===== config.mk =====
export PLATFORM = sky130hd
export DESIGN_NAME = gate_model_bist
export DESIGN_NICKNAME = d
export VERILOG_FILES = /design/src/rtl/gm_bist_pkg.sv /design/src/rtl/gm_shift_xor.sv /design/src/rtl/gate_model_bist.sv
export SDC_FILE = /design/constraint.sdc
export NUM_CORES = 1
export LEC_CHECK = 0
export ABC_CLOCK_PERIOD_IN_PS = 3560
export CAP_MARGIN = 10
export CORE_MARGIN = 2
export CORE_UTILIZATION = 49
export CTS_CLUSTER_SIZE = 28
export DETAILED_ROUTE_END_ITERATION = 7
export GPL_ROUTABILITY_DRIVEN = 0
export GPL_TIMING_DRIVEN = 1
export PLACE_DENSITY = 0.8
export SETUP_SLACK_MARGIN = 0.05
export SYNTH_ARGS = -nofsm -noshare
export SYNTH_HDL_FRONTEND = slang
export SYNTH_SLANG_ARGS = --single-unit

===== constraint.sdc =====
create_clock -name clk -period 3.56 [get_ports clk]
set_clock_uncertainty 0.15 [all_clocks]
set_input_delay 0.534 -clock clk [delete_from_list [all_inputs] [get_ports clk]]
set_output_delay 0.534 -clock clk [all_outputs]
set_load 0.02 [all_outputs]

===== src/rtl/gm_bist_pkg.sv =====
// Shared types and default tap masks for the gate-model BIST wrapper.
// The FSM encoding and default polynomials are kept here so the top and bench agree.
package gm_bist_pkg;

    typedef enum logic [1:0] {
        ST_IDLE    = 2'd0,
        ST_APPLY   = 2'd1,
        ST_CAPTURE = 2'd2,
        ST_DONE    = 2'd3
    } state_t;

    localparam logic [23:0] DEF_LFSR_POLY = 24'hE10000;
    localparam logic [9:0]  DEF_MISR_POLY = 10'h240;

endpackage


===== src/rtl/gm_shift_xor.sv =====
// W-bit Fibonacci shift register with parallel XOR input, used as both the
// pattern LFSR (data tied low) and the response MISR (data = MUT outputs).
module gm_shift_xor #(
    parameter int           W    = 4,
    parameter logic [W-1:0] POLY = {W{1'b1}}
) (
    input  logic         clk,
    input  logic         rst_n,
    input  logic         load,
    input  logic [W-1:0] load_val,
    input  logic         en,
    input  logic [W-1:0] data,
    output logic [W-1:0] q
);

    function automatic logic fb_parity(input logic [W-1:0] v);
        return ^(v & POLY);
    endfunction

    // Shift state: load has priority over a shift step; otherwise hold.
    always_ff @(posedge clk or negedge rst_n) begin
        if (!rst_n) begin
            q <= {W{1'b0}};
        end else if (load) begin
            q <= load_val;
        end else if (en) begin
            q <= {q[W-2:0], fb_parity(q)} ^ data;
        end else begin
            q <= q;
        end
    end

endmodule


===== src/rtl/gate_model_bist.sv =====
// BIST wrapper: LFSR stimulus into a combinational gate model, MISR compaction
// of its response, one pattern per APPLY/CAPTURE pair, with start/done handshake.
module gate_model_bist
    import gm_bist_pkg::*;
#(
    parameter int               IN_W      = 24,
    parameter int               OUT_W     = 10,
    parameter int               CNT_W     = 16,
    parameter logic [IN_W-1:0]  LFSR_POLY = IN_W'(DEF_LFSR_POLY),
    parameter logic [OUT_W-1:0] MISR_POLY = OUT_W'(DEF_MISR_POLY)
) (
    input  logic             clk,
    input  logic             rst_n,
    input  logic             start,
    input  logic             abort,
    input  logic [IN_W-1:0]  seed,
    input  logic [CNT_W-1:0] n_patterns,
    output logic [IN_W-1:0]  pattern,
    input  logic [OUT_W-1:0] resp,
    output logic             busy,
    output logic             done,
    output logic [OUT_W-1:0] signature
);

    state_t           state_r;
    state_t           next_s;
    logic [CNT_W-1:0] count_r;
    logic [CNT_W-1:0] n_pat_r;
    logic [CNT_W-1:0] count_inc_s;
    logic [IN_W-1:0]  seed_fixed_s;
    logic             launch_s;
    logic             step_s;
    logic             busy_r;
    logic             done_r;

    // An all-zero seed would lock the LFSR, so it is promoted to 1.
    assign seed_fixed_s = (seed == {IN_W{1'b0}}) ? {{(IN_W-1){1'b0}}, 1'b1} : seed;
    assign count_inc_s  = count_r + {{(CNT_W-1){1'b0}}, 1'b1};

    // State register.
    always_ff @(posedge clk or negedge rst_n) begin
        if (!rst_n) begin
            state_r <= ST_IDLE;
        end else begin
            state_r <= next_s;
        end
    end

    // Next-state logic; abort takes precedence over capture completion.
    always_comb begin
        next_s   = state_r;
        launch_s = 1'b0;
        step_s   = 1'b0;
        case (state_r)
            ST_IDLE: begin
                if (start) begin
                    launch_s = 1'b1;
                    next_s   = (n_patterns == {CNT_W{1'b0}}) ? ST_DONE : ST_APPLY;
                end else begin
                    next_s = ST_IDLE;
                end
            end
            ST_APPLY: begin
                if (abort) begin
                    next_s = ST_IDLE;
                end else begin
                    next_s = ST_CAPTURE;
                end
            end
            ST_CAPTURE: begin
                if (abort) begin
                    next_s = ST_IDLE;
                end else begin
                    step_s = 1'b1;
                    next_s = (count_inc_s == n_pat_r) ? ST_DONE : ST_APPLY;
                end
            end
            ST_DONE: begin
                next_s = ST_IDLE;
            end
            default: begin
                next_s = ST_IDLE;
            end
        endcase
    end

    // Pattern counter and run length captured at launch.
    always_ff @(posedge clk or negedge rst_n) begin
        if (!rst_n) begin
            count_r <= {CNT_W{1'b0}};
            n_pat_r <= {CNT_W{1'b0}};
        end else if (launch_s) begin
            count_r <= {CNT_W{1'b0}};
            n_pat_r <= n_patterns;
        end else if (step_s) begin
            count_r <= count_inc_s;
            n_pat_r <= n_pat_r;
        end else begin
            count_r <= count_r;
            n_pat_r <= n_pat_r;
        end
    end

    // Status flags registered from the next state so they align with it.
    always_ff @(posedge clk or negedge rst_n) begin
        if (!rst_n) begin
            busy_r <= 1'b0;
            done_r <= 1'b0;
        end else begin
            busy_r <= (next_s == ST_APPLY) || (next_s == ST_CAPTURE);
            done_r <= (next_s == ST_DONE);
        end
    end

    gm_shift_xor #(
        .W    (IN_W),
        .POLY (LFSR_POLY)
    ) u_lfsr (
        .clk      (clk),
        .rst_n    (rst_n),
        .load     (launch_s),
        .load_val (seed_fixed_s),
        .en       (step_s),
        .data     ({IN_W{1'b0}}),
        .q        (pattern)
    );

    gm_shift_xor #(
        .W    (OUT_W),
        .POLY (MISR_POLY)
    ) u_misr (
        .clk      (clk),
        .rst_n    (rst_n),
        .load     (launch_s),
        .load_val ({OUT_W{1'b0}}),
        .en       (step_s),
        .data     (resp),
        .q        (signature)
    );

    assign busy = busy_r;
    assign done = done_r;

endmodule


# Word level (Yosys, flattened, before mapping)
# Cells that the tools add are included.
word_totals:
  register_bits: 70
  input_bits: 54
  output_inout_bits: 36
  elab_cells: 40
classes:
  n_addsub: 1
  eq_ne: 7
  n_mux: 17
  bitwise_logic: 1
  reduce_logical: 7
op_table:
  columns: ["cell", "n"]
  rows:
  - ["$mux W24", 3]
  - ["$mux W16", 2]
  - ["$logic_not A24 Y1", 1]
  - ["$reduce_xor A24 Y1", 1]
  - ["$mux W10", 2]
  - ["$add A16 B1 Y16 const B", 1]
  - ["$eq A16 B16 Y1", 1]
  - ["$logic_not A16 Y1", 1]
  - ["$mux W2", 5]
  - ["$reduce_xor A10 Y1", 1]
  - ["$xor A10 B10 Y10", 1]
  - ["$eq A2 B2 Y1 const B", 4]
  - ["$pmux W2 S4", 1]
  - ["$eq A2 B1 Y1 const B", 2]
  - ["$mux W1", 4]
  - ["$logic_not A2 Y1", 1]
  - ["$reduce_bool A2 Y1", 1]
  - ["$logic_or A1 B1 Y1", 1]

# Longest topological paths before layout
depth:
  word_depth: 7
  mapped_depth: 7
  depth_no_buf: 7

# Hierarchy
# From an unflattened synthesis, not the netlist that was laid out.
hier_totals:
  cells_unflattened: 433
  hier_area_um2: 4151.5
by_module_without_submodules:
  columns: ["module", "instances", "cells_per_inst", "area_each_um2", "seq_area_each_um2"]
  rows:
  - ["gate_model_bist", 1, 246, 2240.9, 900.9]
  - ["gm_shift_xor (u_lfsr)", 1, 131, 1346.3, 600.6]
  - ["gm_shift_xor (u_misr)", 1, 56, 564.3, 250.2]

# Worst setup path after synthesis
# OpenSTA, ideal clock, no wires.
synth_timing:
  path_type: "register -> register"
  from: "register count_r[0]"
  to: "register busy_r, in the netlist busy"
  setup_time_ps: 126
  t_arrival_ps: 2279
  t_required_ps: 3284
  path_slack_ps: 1005
  stages_incl_launch_ff: 8
  n_path_buf: 0
  period_less_slack_ps: 2555
  cell_sequence: "dfrtp_1 > ha_1 > nand3_4 > or4_4 > a2111oi_4 > o2111ai_1 > o31ai_1 > ha_1"
synth_between:
  elab_chain_cells: 7
  word_cells_on_any_way: 8
  cone_classes: "add/sub: 1; eq/ne: 3; mux: 3; reduce/logical: 1"
synth_rtl:
  columns: ["element", "line", "text"]
  rows:
  - ["start, declared", "gate_model_bist.sv:27", "logic [CNT_W-1:0] count_r;"]
  - ["start signal, assigned", "gate_model_bist.sv:90", "count_r <= {CNT_W{1'b0}};"]
  - ["start signal, assigned", "gate_model_bist.sv:93", "count_r <= {CNT_W{1'b0}};"]
  - ["start signal, assigned", "gate_model_bist.sv:96", "count_r <= count_inc_s;"]
  - ["$add A16 B1 Y16 (*)", "gate_model_bist.sv:38", "assign count_inc_s = count_r + {{(CNT_W-1){1'b0}}, 1'b1};"]
  - ["$eq A16 B16 Y1 (*)", "gate_model_bist.sv:75", "next_s = (count_inc_s == n_pat_r) ? ST_DONE : ST_APPLY;"]
  - ["$mux W2 (*)", "gate_model_bist.sv:75", null]
  - ["$mux W2 (*)", "gate_model_bist.sv:71", "if (abort) begin"]
  - ["$pmux W2 S4 (*)", "gate_model_bist.sv:54", "case (state_r)"]
  - ["$eq A2 B1 Y1 / $eq A2 B2 Y1 (equally long branches)", "gate_model_bist.sv:110", "busy_r <= (next_s == ST_APPLY) || (next_s == ST_CAPTURE);"]
  - ["$logic_or A1 B1 Y1 (*)", "gate_model_bist.sv:110", null]
  - ["end signal, assigned", "gate_model_bist.sv:110", null]
  - ["end, declared", "gate_model_bist.sv:33", "logic busy_r;"]
# Mark *: on every way between the ends. The rest lies on a longest branch, timed or not.
# A chain may end at the register's enable or synchronous reset.

# Final worst setup path
# Ends and elaborated chain as after synthesis.

==> summary.txt <==
Outcome: complete, no violations
Post-Syn Instances: 395
Die W: 89.9 µm
Final setup TNS: 0 ns
Syn Area/Cell: 9.16 µm²
Pwr dens: 527 nW/µm²
Crit path max fanout: 9
R2r startpoint: count_r[0]$_DFFE_PN0P_
CTS resizes: 0
Main synth FF type: dfrtp_1
Worst-path cell chain: ha_1 > nand3_4 > or4_4 > a2111oi_4 > o2111ai_1 > o31ai_1 > ha_1
P&R area growth vs syn: 32.3%
GRT overflow: 0
WP data arrival: 2.90 ns
CTS buffer count: 9
Startpoint Class: flip-flop
Syn nets: 451
Yosys synthesis warning count: 0
Hold Path Class: flip-flop to flip-flop
Vias in the first global route: 3254
DP Area: 4580 µm²
Initial Utilization: 0.501
Ratio of final minimum period to clock period: 0.793
Vias: 3281
Hold path start: u_lfsr.q[18]$_DFFE_PN0P_
Nets: 537
Post-CTS setup buffer count: 0
Worst path most repeated cell: ha_1
Critical path's slowest cell: or4_4
Clock Tree Buf Depth: 2
CTS root buf: clkbuf_8
Highest clock rate: 354 MHz
DRC Markers: 0
Antenna diodes: 0
Asr flop ratio synth: 1.00
Path length in cells of the critical path: 7
EDFF count, synth: 0
Skew-Pair Late Insertion Delay: 0.35 ns
Worst setup startpoint: count_r[0]$_DFFE_PN0P_
Antenna Nets Post-Route: 0
Core area: 7210 µm²
Initial drt markers: 245
GR Util All Layers: 0.242
Die span in y: 89.9 µm
Final hold violations: 0
Crit end category: flip-flop
Flops & latches, synth: 70
CP Class: flip-flop to flip-flop
Port Buffer Count: 89
Antenna violations before repair: 0
# Max-Cap Violations: 0
Final WL: 9560 µm
RSZ-0062 raised after global routing: false
Library cells used by synthesis: 46
CTS tree: built
Worst Max-Slew Pin Slew: 0.831 ns
CP required: 3.64 ns
Worst path bufs/invs: 0
Max Slew Vio Count: 0
Clk sinks: 70
Maximum vdd drop: 0.000469 V
Post-DR vias/cell: 5.61
Die ar.: 8090 µm²
Final Util: 0.663
Pre-Repair DR Iteration Count: 5
Post-DP HPWL: 7000 µm
H-tree Lvls: 3
FF-to-FF path depth: 7
Relative slew slack: 0.446
Hold Crit Depth: 2
Leakage: 1.95 nW
First-pass GRT wire length: 15700 µm
Rows: 31
Setup-failing EPs final: 0
Min cycle time layout: 2.82 ns
Layout cells sized above 1: 0.0802
CTS clk-pin slew, worst paths: 0.08 ns
Slowest stage delay, CP: 0.55 ns
Seq/Total Area, Yosys: 0.484
I/O pin count: 90
Crit path max-delay family: compound AO/OA/AOI/OAI gates
Largest net degree at the start of global routing: 41
Post-synthesis instance area: 3620 µm²
Final Cell Area: 4780 µm²
Hold_buf cts: 1
DR WL/cell: 16.3 µm
[cell families (layout without fill, tap and decap cells)]
kind of cell,Yosys count,in the layout,share of synthesized area
simple gates,171,171,0.216
compound gates,87,87,0.158
flops,70,70,0.484
xor+xnor,35,35,0.0927
buf+inv,29,120,0.0391
fa+ha+maj,2,2,0.00692
mux,1,1,0.00311
[Yosys cell counts (all sizes together) (5+ instances only)]
| master | n | area [µm²] |
|---|---|---|
| nand2 | 82 | 308 |
| dfrtp | 70 | 1750 |
| nor2 | 48 | 180 |
| o21ai | 32 | 160 |
| xnor2 | 24 | 210 |
| o22ai | 21 | 131 |
| clkbuf | 20 | 85.1 |
| nor4 | 13 | 81.3 |
| xor2 | 9 | 78.8 |
| a31oi | 7 | 43.8 |
| nand4 | 6 | 37.5 |
| o31ai | 6 | 45.0 |
| nand3 | 5 | 50.0 |
[stage by stage]
step,setup slack [ns],hold slack [ns],cells,total power [mW]
after floorplan,1.00,0.0884,395,1.50
after CTS,0.769,0.365,585,2.53
final,0.738,0.361,585,2.52
after global routing,0.574,0.388,585,2.64
after detailed placement,0.790,0.328,568,1.88
after global placement,0.876,0.327,568,1.86
[cell usage in the layout, fill, tap and decap left out, drive strengths merged, types with 3 or more instances in the layout]
cell / instances
clkbuf: 9
dfrtp: 70
o22ai: 21
nor2: 48
o21ai: 32
xnor2: 24
nand2: 82
nand4: 6
clkdlybuf4s50: 88
buf: 10
o31ai: 6
and3: 3
a21oi: 4
nor3: 3
o41ai: 4
inv: 5
or3b: 3
nor4: 13
nand3: 5
a31oi: 7
clkinvlp: 4
xor2: 9
nor3b: 3
[sequential cells by signal (all words and copies together) (netlist names)]
| register | cells |
|---|---|
| busy | 1 |
| count_r | 16 |
| done | 1 |
| n_pat_r | 16 |
| state_r | 2 |
| u_lfsr.q | 24 |
| u_misr.q | 10 |
[metal layers]
metal  vias up  GRT usage  share of wire
met5         -          0              0
met4         0      0.110          0.028
met3        23     0.0503          0.059
met2       122      0.395           0.49
met1      1576      0.311           0.42
li1       1560          -              -
[final cells by class]
class | count | area (µm²)
clock buffer | 9 | 124
clock inverter | 7 | 73.8
fill | 586 | 2430
inverter | 5 | 18.8
multi-input combinational | 296 | 1730
sequential | 70 | 1750
tap | 99 | 124
timing repair buffer | 99 | 963
[path summary, 6_finish.rpt]
| path | slack, ns | to |
|---|---|---|
| worst max-delay path | 0.74 | busy$_DFF_PN0_ |
| worst min-delay path | 0.36 | u_lfsr.q[18]$_DFFE_PN0P_ |
| worst max register to register | 0.74 | busy$_DFF_PN0_ |
| worst min register to register | 0.36 | u_lfsr.q[18]$_DFFE_PN0P_ |
| max in group asynchronous | 2.03 | state_r[1]$_DFF_PN0_ |
| min in group asynchronous | 0.49 | count_r[10]$_DFFE_PN0P_ |
[worst register-to-register path: stages, from the launching register on]
cell	delay, ns
dfrtp_1	0.44
ha_1	0.30
nand3_4	0.15
or4_4	0.55
a2111oi_4	0.35
o2111ai_1	0.19
o31ai_1	0.27
ha_1	0.29
[power by group]
| group | internal (mW) | total [mW] | switching (mW) | leakage (nW) |
|---|---|---|---|---|
| Sequential | 0.941 | 1.08 | 0.139 | 0.875 |
| Combinational | 0.384 | 0.794 | 0.411 | 0.988 |
| Clock | 0.324 | 0.649 | 0.325 | 0.0879 |
No activity file was read; power rests on OpenSTA's default activity.
